File: src/rtl/mem_pkg.sv
`default_nettype none
// ============================================================================
//  Module      : mem_pkg
//  Description : Shared types and helpers for the load/store unit: memory
//                operation and FSM state encodings, default data-memory
//                size, and request classification helpers.
//  Revision    : 1.0 - initial release
// ============================================================================
package mem_pkg;

    // Default data-memory size in bytes; addresses at or above are errors.
    localparam int unsigned c_DMEM_BYTES_DEFAULT = 2048;

    // Memory operation requested by the MEM stage.
    typedef enum logic [2:0] {
        LB  = 3'd0,
        LBU = 3'd1,
        LH  = 3'd2,
        LHU = 3'd3,
        LW  = 3'd4,
        SB  = 3'd5,
        SH  = 3'd6,
        SW  = 3'd7
    } mem_op_e;

    // Load/store unit sequencing states.
    typedef enum logic [2:0] {
        IDLE  = 3'd0,
        RD    = 3'd1,
        MERGE = 3'd2,
        WR    = 3'd3,
        ERR   = 3'd4
    } lsu_state_e;

    // True for any operation that writes memory.
    function automatic logic is_store(input mem_op_e op);
        return (op == SB) || (op == SH) || (op == SW);
    endfunction

    // True when the low address bits are not a legal offset for the access
    // width: halfwords must be even, words must be 4-byte aligned.
    function automatic logic is_misaligned(input mem_op_e op, input logic [1:0] lo);
        logic v_bad;
        case (op)
            LH, LHU, SH: v_bad = lo[0];
            LW, SW:      v_bad = |lo;
            default:     v_bad = 1'b0;
        endcase
        return v_bad;
    endfunction

endpackage
`default_nettype wire

File: src/rtl/lsu_align.sv
`default_nettype none
// ============================================================================
//  Module      : lsu_align
//  Description : Combinational big-endian lane logic. Extracts and extends
//                the load value from a memory word, and builds the merged
//                word for sub-word stores.
//                Ports:
//                  i_op          operation being performed
//                  i_addr        byte offset within the word
//                  i_word        word read from memory
//                  i_wdata       right-justified store data
//                  o_load_data   extended load value (0 for stores)
//                  o_merged_word word to write back (store data for SW)
//  Revision    : 1.0 - initial release
// ============================================================================
module lsu_align
    import mem_pkg::*;
(
    input  mem_op_e     i_op,
    input  logic [1:0]  i_addr,
    input  logic [31:0] i_word,
    input  logic [31:0] i_wdata,
    output logic [31:0] o_load_data,
    output logic [31:0] o_merged_word
);

    logic [7:0]  w_byte;
    logic [15:0] w_half;

    // Big-endian: offset 0 is the most significant byte of the word.
    always_comb begin
        w_byte = 8'd0;
        case (i_addr)
            2'd0: w_byte = i_word[31:24];
            2'd1: w_byte = i_word[23:16];
            2'd2: w_byte = i_word[15:8];
            2'd3: w_byte = i_word[7:0];
            default: w_byte = 8'd0;
        endcase
        w_half = i_addr[1] ? i_word[15:0] : i_word[31:16];
    end

    always_comb begin
        o_load_data = 32'd0;
        case (i_op)
            LB:      o_load_data = {{24{w_byte[7]}}, w_byte};
            LBU:     o_load_data = {24'd0, w_byte};
            LH:      o_load_data = {{16{w_half[15]}}, w_half};
            LHU:     o_load_data = {16'd0, w_half};
            LW:      o_load_data = i_word;
            default: o_load_data = 32'd0;
        endcase
    end

    // Sub-word stores overwrite only the addressed lane; the remaining lanes
    // come from the word just read.
    always_comb begin
        o_merged_word = i_word;
        case (i_op)
            SB: begin
                case (i_addr)
                    2'd0: o_merged_word[31:24] = i_wdata[7:0];
                    2'd1: o_merged_word[23:16] = i_wdata[7:0];
                    2'd2: o_merged_word[15:8]  = i_wdata[7:0];
                    2'd3: o_merged_word[7:0]   = i_wdata[7:0];
                    default: o_merged_word = i_word;
                endcase
            end
            SH: begin
                if (i_addr[1]) begin
                    o_merged_word[15:0] = i_wdata[15:0];
                end else begin
                    o_merged_word[31:16] = i_wdata[15:0];
                end
            end
            SW:      o_merged_word = i_wdata;
            default: o_merged_word = i_word;
        endcase
    end

endmodule
`default_nettype wire

File: src/rtl/load_store_unit.sv
`default_nettype none
// ============================================================================
//  Module      : load_store_unit
//  Description : Load/store unit between the MEM stage and a byte-addressed,
//                big-endian data memory with a registered read port. Handles
//                one request at a time, issues word-aligned reads/writes,
//                performs read-modify-write for SB/SH and returns extended
//                load data.
//                Ports:
//                  clk, rst                 clock, synchronous active-high reset
//                  req_valid/req_ready      request handshake
//                  req_op/req_addr/req_wdata request operation, address, data
//                  resp_valid/resp_rdata/resp_err  one-cycle completion
//                  MemRead/MemWrite         data-memory strobes
//                  dmem_address             word-aligned memory address
//                  write_data_mem           word written to memory
//                  read_data                memory word, valid after MemRead
//  Revision    : 1.0 - initial release
// ============================================================================
module load_store_unit
    import mem_pkg::*;
#(
    parameter int unsigned DMEM_BYTES = c_DMEM_BYTES_DEFAULT
) (
    input  logic        clk,
    input  logic        rst,
    input  logic        req_valid,
    output logic        req_ready,
    input  logic [2:0]  req_op,
    input  logic [31:0] req_addr,
    input  logic [31:0] req_wdata,
    output logic        resp_valid,
    output logic [31:0] resp_rdata,
    output logic        resp_err,
    output logic        MemRead,
    output logic        MemWrite,
    output logic [31:0] dmem_address,
    output logic [31:0] write_data_mem,
    input  logic [31:0] read_data
);

    localparam logic [31:0] c_ADDR_LIMIT = 32'(DMEM_BYTES);

    lsu_state_e  r_state;
    mem_op_e     r_op;
    logic [31:0] r_addr;
    logic [31:0] r_wdata;
    logic [31:0] r_merged;

    mem_op_e     w_req_op;
    logic        w_req_err;
    logic        w_is_load;
    logic [31:0] w_load_data;
    logic [31:0] w_merged_word;

    assign w_req_op  = mem_op_e'(req_op);
    assign w_req_err = is_misaligned(w_req_op, req_addr[1:0]) ||
                       (req_addr >= c_ADDR_LIMIT);
    assign w_is_load = !is_store(r_op);

    // Lane logic works on the captured request and the returned word only.
    lsu_align u_align (
        .i_op          (r_op),
        .i_addr        (r_addr[1:0]),
        .i_word        (read_data),
        .i_wdata       (r_wdata),
        .o_load_data   (w_load_data),
        .o_merged_word (w_merged_word)
    );

    always_ff @(posedge clk) begin
        if (rst) begin
            r_state  <= IDLE;
            r_op     <= LB;
            r_addr   <= 32'd0;
            r_wdata  <= 32'd0;
            r_merged <= 32'd0;
        end else begin
            case (r_state)
                IDLE: begin
                    if (req_valid) begin
                        r_op    <= w_req_op;
                        r_addr  <= req_addr;
                        r_wdata <= req_wdata;
                        if (w_req_err) begin
                            r_state <= ERR;
                        end else if (w_req_op == SW) begin
                            // Full-word store needs no read of the old word.
                            r_state <= WR;
                        end else begin
                            r_state <= RD;
                        end
                    end
                end
                RD: begin
                    r_state <= MERGE;
                end
                MERGE: begin
                    if (w_is_load) begin
                        r_state <= IDLE;
                    end else begin
                        r_merged <= w_merged_word;
                        r_state  <= WR;
                    end
                end
                WR:      r_state <= IDLE;
                ERR:     r_state <= IDLE;
                default: r_state <= IDLE;
            endcase
        end
    end

    // All outputs decode from the state and captured registers, so the
    // memory side never sees the raw request inputs. Because the captured
    // address/data only change on acceptance, dmem_address and
    // write_data_mem hold their last values while idle.
    assign req_ready      = (r_state == IDLE);
    assign MemRead        = (r_state == RD);
    assign MemWrite       = (r_state == WR);
    assign dmem_address   = {r_addr[31:2], 2'b00};
    assign write_data_mem = (r_op == SW) ? r_wdata : r_merged;

    assign resp_valid = ((r_state == MERGE) && w_is_load) ||
                        (r_state == WR) || (r_state == ERR);
    assign resp_err   = (r_state == ERR);
    // read_data is only meaningful in MERGE, so loads complete there.
    assign resp_rdata = ((r_state == MERGE) && w_is_load) ? w_load_data : 32'd0;

endmodule
`default_nettype wire
File: config.mk
export PLATFORM = sky130hd
export DESIGN_NAME = load_store_unit
export DESIGN_NICKNAME = d
export VERILOG_FILES = /design/src/rtl/mem_pkg.sv /design/src/rtl/lsu_align.sv /design/src/rtl/load_store_unit.sv
export SDC_FILE = /design/constraint.sdc
export NUM_CORES = 1
export LEC_CHECK = 0
export ABC_AREA = 1
export BUFFER_PORTS_ARGS = -buffer_cell sky130_fd_sc_hd__buf_2
export CORE_MARGIN = 3
export CORE_UTILIZATION = 40
export DETAILED_ROUTE_END_ITERATION = 8
export PLACE_DENSITY = 0.72
export SLEW_MARGIN = 30
export SYNTH_ARGS = -nofsm -noshare
export SYNTH_HDL_FRONTEND = slang
export SYNTH_SLANG_ARGS = --single-unit
File: constraint.sdc
create_clock -name clk -period 2.4 [get_ports clk]
set_clock_uncertainty 0.2 [all_clocks]
set_input_delay 0.48 -clock clk [delete_from_list [all_inputs] [get_ports clk]]
set_output_delay 0.48 -clock clk [all_outputs]
set_load 0.05 [all_outputs]
==> flow_summary.ini, run 1 <==
[pwr]
pwr-share-clk_pct = 33.9
ir_worst_vdd_uv = 413
switchingPower_uw = 1570
power.density_nw_per_um2 = 495
p_int_uw = 2990
sw_frac_of_total_pct = 34.4
p_leak_uw = 0.00403
seqPwrFrac_pct = 40.8
pwr-share-comb_pct = 25.4

[critical_path]
reg2reg_from = r_addr[1]
path_delay_family = buffers and inverters
worstPathMaxFanout = 9
cp_cell_sequence = buf_8, nand2_4, o21ai_4, nor3_4, buf_6, a21oi_1, a21oi_4, buf_6
cp_common_cell = buf_6
cpPeakStageDelay_ns = 0.34
setup.worst_path.start = r_addr[1]
worstPathRequired_ns = 1.72
reg2reg_setup_slack_ns = 0.19
cp_slowest_cell = dfxtp_2
arrival_ns = 1.95
worstReg2RegEnd = r_merged[7]
endpoint_kind = output port
critical_path.startpoint_type = register
rr_worst_depth = 9
worst-path-buf-inv = 3
worst-setup-path-type = reg2out

[drt]
via_count = 7630
drt_iter0_drc = 883
drtPass1Iterations = 6
ant_nets = 0
vias_per_cell = 5.51
wire_per_inst_um = 18.2
routed_wl_mm = 25.2
drc = 0

[die]
die_h_um = 132
dieArea_um2 = 17400
num_rows = 45
start_util_pct = 41.4
die_w_um = 132
ios = 203
core_um2 = 15400

[final_layout]
drive_gt1_share_pct = 34.5
fin_util_pct = 59.9
syn_to_final_growth_pct = 44.7
ff_latch_area_um2 = 2060
multi_input_area_um2 = 3860
nFillCells = 1369
final_nets = 1270

[run]
max_cap_viol_count = 0

[timing]
maxSlewViolCount = 0
setup_ws_ns = -0.233
max_freq_mhz = 380
period_share_pct = 110
slew_headroom_pct = 56.0
worst_pin_slew_ns = 0.659
layout_min_cycle_time_ns = 2.63
finalSetupViolCount = 55
grt_setup_unrepaired = yes
hold_viol = 0
holdWs_ns = 0.141

[synth]
ys_types = 37
synth-compound-area-share_pct = 29.1
ys_seq_area_share_pct = 32.1
synth_mux_area_share_pct = 0
yosys.area.top_type = dfxtp_1
synth.top_cell.area_share_pct = 32.1
synth-xor-area-share_pct = 0
synth_top_family_by_area = compound AO/OA/AOI/OAI gates
synth_adder_area_share_pct = 0
avgSynthCellArea_um2 = 6.43
synthTopCellsByArea = dfxtp_1, nand2_1, o21ai_0, a21oi_1, nor2_1
synth_warnings = 0
syn_inst = 989
synth-simple-area-share_pct = 22.9
syn-cell-area_um2 = 6360
ys_ff_latch = 102

[hold_path]
min_path_cells = 3
hold_start = req_addr[9]
hold-path-endpoint = r_addr[9]
hp-class = in2reg

[global_route]
grt_pass1_vias = 6887
antenna_found_initial = 2
grt_max_degree = 54
grt_pass1_wl_mm = 37.1
grt.total_usage_pct = 26.0
grt_overflow_total = 0

[clocking]
numCtsBuffers = 9
clk_latency_ns = 0.35
clock_sinks = 102
cts_max_level = 3
cts_tree = yes
path_clk_slew_ns = 0.08
clockBufferDepth = 2
clockRootBuffer = clkbuf_16

[placed_design]
portBuffers = 200
place_congestion = 0.983
hpwl_mm = 16.6

[run_status]
status = finished with violations
violations = negative setup slack
==> worst register-to-register path: cells and delay by family, from the launching register on <==
family	cells	cell delay, ns
AO/OA/AOI/OAI	3	0.50
buffers and inverters	5	0.74
AND/OR/NAND/NOR	1	0.30
flip-flops	1	0.37
==> cells in the mapped netlist, drive strengths merged <==
library cell / count
nand2: 202
o21ai: 151
inv: 111
nor2: 110
dfxtp: 102
a21oi: 98
buf: 65
o211ai: 39
clkbuf: 36
nand3: 27
a41oi: 15
nand4: 9
o22ai: 8
nor3: 5
o2111ai: 3
a211oi: 1
a22oi: 1
a31oi: 1
conb: 1
o21bai: 1
o221ai: 1
or2: 1
or3b: 1
==> metrics by stage <==
| stage | power (uW) | setup TNS, ns | instance area, um2 | std cells | setup WS [ns] |
|---|---|---|---|---|---|
| after detailed placement | 2850 | -0.439 | 7520 | 1343 | -0.0536 |
| after floorplan | 2570 | -3.21 | 6450 | 990 | -0.319 |
| after CTS | 4510 | -3.85 | 8460 | 1372 | -0.162 |
| after global routing | 4730 | -8.17 | 9200 | 1384 | -0.269 |
| final | 4550 | -5.36 | 9210 | 1385 | -0.233 |
| after global placement | 2840 | -0.0432 | 7520 | 1343 | -0.0157 |
==> flip-flops by register name, summed over array words and instances (netlist names) <==
register  flops
r_addr       32
r_wdata      32
r_op          3
r_merged     32
r_state       3
==> cell usage in the layout, fill, tap and decap left out, types with 3 or more instances in the layout <==
master,Yosys,final
a21oi_1,88,59
a21oi_2,10,21
a21oi_4,0,18
a41oi_1,15,15
buf_12,0,10
buf_2,20,135
buf_4,40,38
buf_6,4,63
buf_8,0,13
clkbuf_16,0,15
dfxtp_1,102,97
dfxtp_4,0,3
inv_1,105,103
inv_2,4,4
inv_6,0,3
nand2_1,202,171
nand2_2,0,28
nand2_4,0,3
nand3_1,26,25
nand4_1,9,9
nor2_1,106,104
nor2_2,2,4
nor3_2,2,3
o211ai_1,39,39
o21ai_0,143,119
o21ai_1,8,11
o21ai_2,0,10
o21ai_4,0,11
o22ai_1,8,8
==> final cells by class <==
| cell class | instances | area share (%) |
|---|---|---|
| clock inverters | 7 | 0.870 |
| flip-flops and latches | 102 | 22.3 |
| multi-input cells | 676 | 41.9 |
| well taps | 211 | 2.87 |
| diodes | 1 | 0.0272 |
| inverters | 111 | 4.77 |
| repair buffers | 268 | 24.8 |
| clock buffers | 9 | 2.45 |
==> power by group through the flow <==
| stage | clock network (uW) | logic, uW | registers [uW] |
|---|---|---|---|
| floorplan | 0 | 714 | 1860 |
| global placement | 0 | 955 | 1880 |
| detailed placement | 0 | 966 | 1880 |
| CTS | 1570 | 1090 | 1850 |
| global route | 1620 | 1240 | 1870 |
| finish | 1540 | 1160 | 1860 |
==> per-layer routing <==
metal / part of all wire, % / routed length [um] / up-vias / track usage, %
met1: 39 / 9890 / 3471 / 34.2
met5: 0.083 / 21 / - / 0
met3: 10 / 2610 / 73 / 6.26
met4: 3.3 / 840 / 4 / 7.47
li1: - / - / 3611 / -
met2: 47 / 11800 / 471 / 42.6
==> repair_timing <==
action,in CTS,in global routing
hold buffers,0,0
gates resized for setup,148,158
pin swaps,11,15
setup endpoints to repair,65,74
buffers inserted,10,9
gates cloned,3,7
==> cells by family after synthesis <==
family,Yosys count
AND/OR/NAND/NOR,355
AO/OA/AOI/OAI,319
buffers and inverters,212
flip-flops,102
other,1
==> worst max path at each step <==
stage | to | cells after the start
after floorplan | write_data_mem[16] | 6
after global placement | resp_rdata[24] | 9
after CTS | resp_rdata[15] | 7
after global routing | resp_rdata[8] | 9
after detailed placement | resp_rdata[19] | 9
final | resp_rdata[18] | 8
Note: power is estimated with default switching activity, not from simulation.
==> run 2: changes to the inputs <==
Clock period 2.4 ns to 2.5 ns, I/O delays scaled along.
==> flow_summary.ini, run 2 (synthesis results as in run 1) <==
[die]
ios = 203
start_util_pct = 41.4
core_um2 = 15400
num_rows = 45
dieArea_um2 = 17400
die_h_um = 132
die_w_um = 132

[pwr]
power.density_nw_per_um2 = 502
p_leak_uw = 0.00384
ir_worst_vdd_uv = 496

[final_layout]
reg.largest.list = r_addr: 32 flops, r_merged: 32 flops, r_wdata: 32 flops
final_nets = 1263
syn_to_final_growth_pct = 33.8
instances_no_fill = 1377
design_area_um2 = 8510
nFillCells = 1481
fin_util_pct = 55.4
diodes = 0
final_cell_mix = nand2_1, buf_2, o21ai_0
layout_commonest_cell = nand2_1
drive_gt1_share_pct = 30.8

[drt]
via_count = 7426
met2_length_mm = 10.5
ant_nets = 0
drc = 0
routed_wl_mm = 23.1
vias_per_cell = 5.39
drt-met1-wl_mm = 9.43
drtPass1Iterations = 6
wire_per_inst_um = 16.8
drt_iter0_drc = 707
route.met3.wl_mm = 2.19
top_layer = met5

[timing]
max_freq_mhz = 380
worst_pin_slew_ns = 0.647
layout_min_cycle_time_ns = 2.63
grt_setup_unrepaired = yes
slew_headroom_pct = 56.8
finalSetupViolCount = 25
setup_tns_ns = -2.81
maxSlewViolCount = 0
period_share_pct = 105
setup_ws_ns = -0.132
hold_viol = 0

[critical_path]
endpoint_kind = output port
cp_cell_sequence = buf_6, nor2_4, inv_2, or2_4, o2111ai_4, buf_12, buf_8, a21oi_2, buf_6
cpPeakStageDelay_ns = 0.39
arrival_ns = 1.93
cp_common_cell = buf_6
critical_path.startpoint_type = register
reg2reg_setup_slack_ns = 0.27
rr_worst_depth = 10
cp_slowest_cell = dfxtp_4
worstPathMaxFanout = 6
worst-setup-path-type = reg2out
worstPathRequired_ns = 1.80

[placed_design]
place_ws_ns = -0.0723
placed_area_um2 = 7480
hpwl_mm = 16.1
place_congestion = 0.953
portBuffers = 200
placed_cells = 1337

[global_route]
grt_pass1_wl_mm = 35.5
grt_overflow_total = 0
grt_pass1_vias = 6826
grt.total_usage_pct = 25.2
antenna_found_initial = 2
grt_max_degree = 54

[hold_path]
hp-class = in2reg
min_path_cells = 3

[clocking]
path_clk_slew_ns = 0.08
cts_tree = yes
cts_max_level = 3
numCtsBuffers = 9
clockBufferDepth = 2
ctsHoldBuffers = 0
clockRootBuffer = clkbuf_16
clk_latency_ns = 0.36
clock_sinks = 102

[run]
max_cap_viol_count = 0

[run_status]
violations = negative setup slack
status = finished with violations
## run 2: worst paths after layout
kind,startpoint,to
setup / recovery,r_addr[1],resp_rdata[27]
hold / removal,req_wdata[17],r_wdata[17]
setup reg to reg,r_addr[1],r_merged[21]
hold reg to reg,r_wdata[9],r_wdata[9]
## run 2: worst max-delay path: cells and delay by family (launching register included)
| kind | cells | cell delay (ns) |
|---|---|---|
| buf+inv | 5 | 0.63 |
| flops | 1 | 0.39 |
| simple gates | 2 | 0.36 |
| compound gates | 2 | 0.18 |
## run 2: power breakdown
| group | switching [uW] | internal [uW] |
|---|---|---|
| combinational | 714 | 380 |
| clock | 703 | 695 |
| sequential | 64.5 | 1710 |
## run 2: final cells by class
class                   count  area [um2]  share of cell area, %
clock buffers              10         229                   2.69
multi-input cells         676        3570                   42.0
inverters                 111         428                   5.03
repair buffers            261        1910                   22.4
well taps                 211         264                   3.10
flip-flops and latches    102        2060                   24.2
clock inverters             6        53.8                  0.632
## run 2: routing by layer
metal | global-route usage [%] | vias up
li1 | - | 3588
met1 | 31.7 | 3318
met2 | 39.7 | 437
met3 | 6.95 | 79
met4 | 12.7 | 4
met5 | 0 | -
## run 2: timing repair
item | 4_1_cts | 5_1_grt
resized for setup | 99 | 69
endpoints found under the setup margin | 64 | 49
pin swaps | 18 | 18
setup buffers | 9 | 13
gates cloned | 2 | 2
## run 2: per-stage QoR
stage	total power (uW)	hold WS, ns
floorplan	2460	0.239
global placement	2720	0.260
detailed placement	2730	0.276
CTS	4200	0.142
global route	4430	0.158
finish	4270	0.156
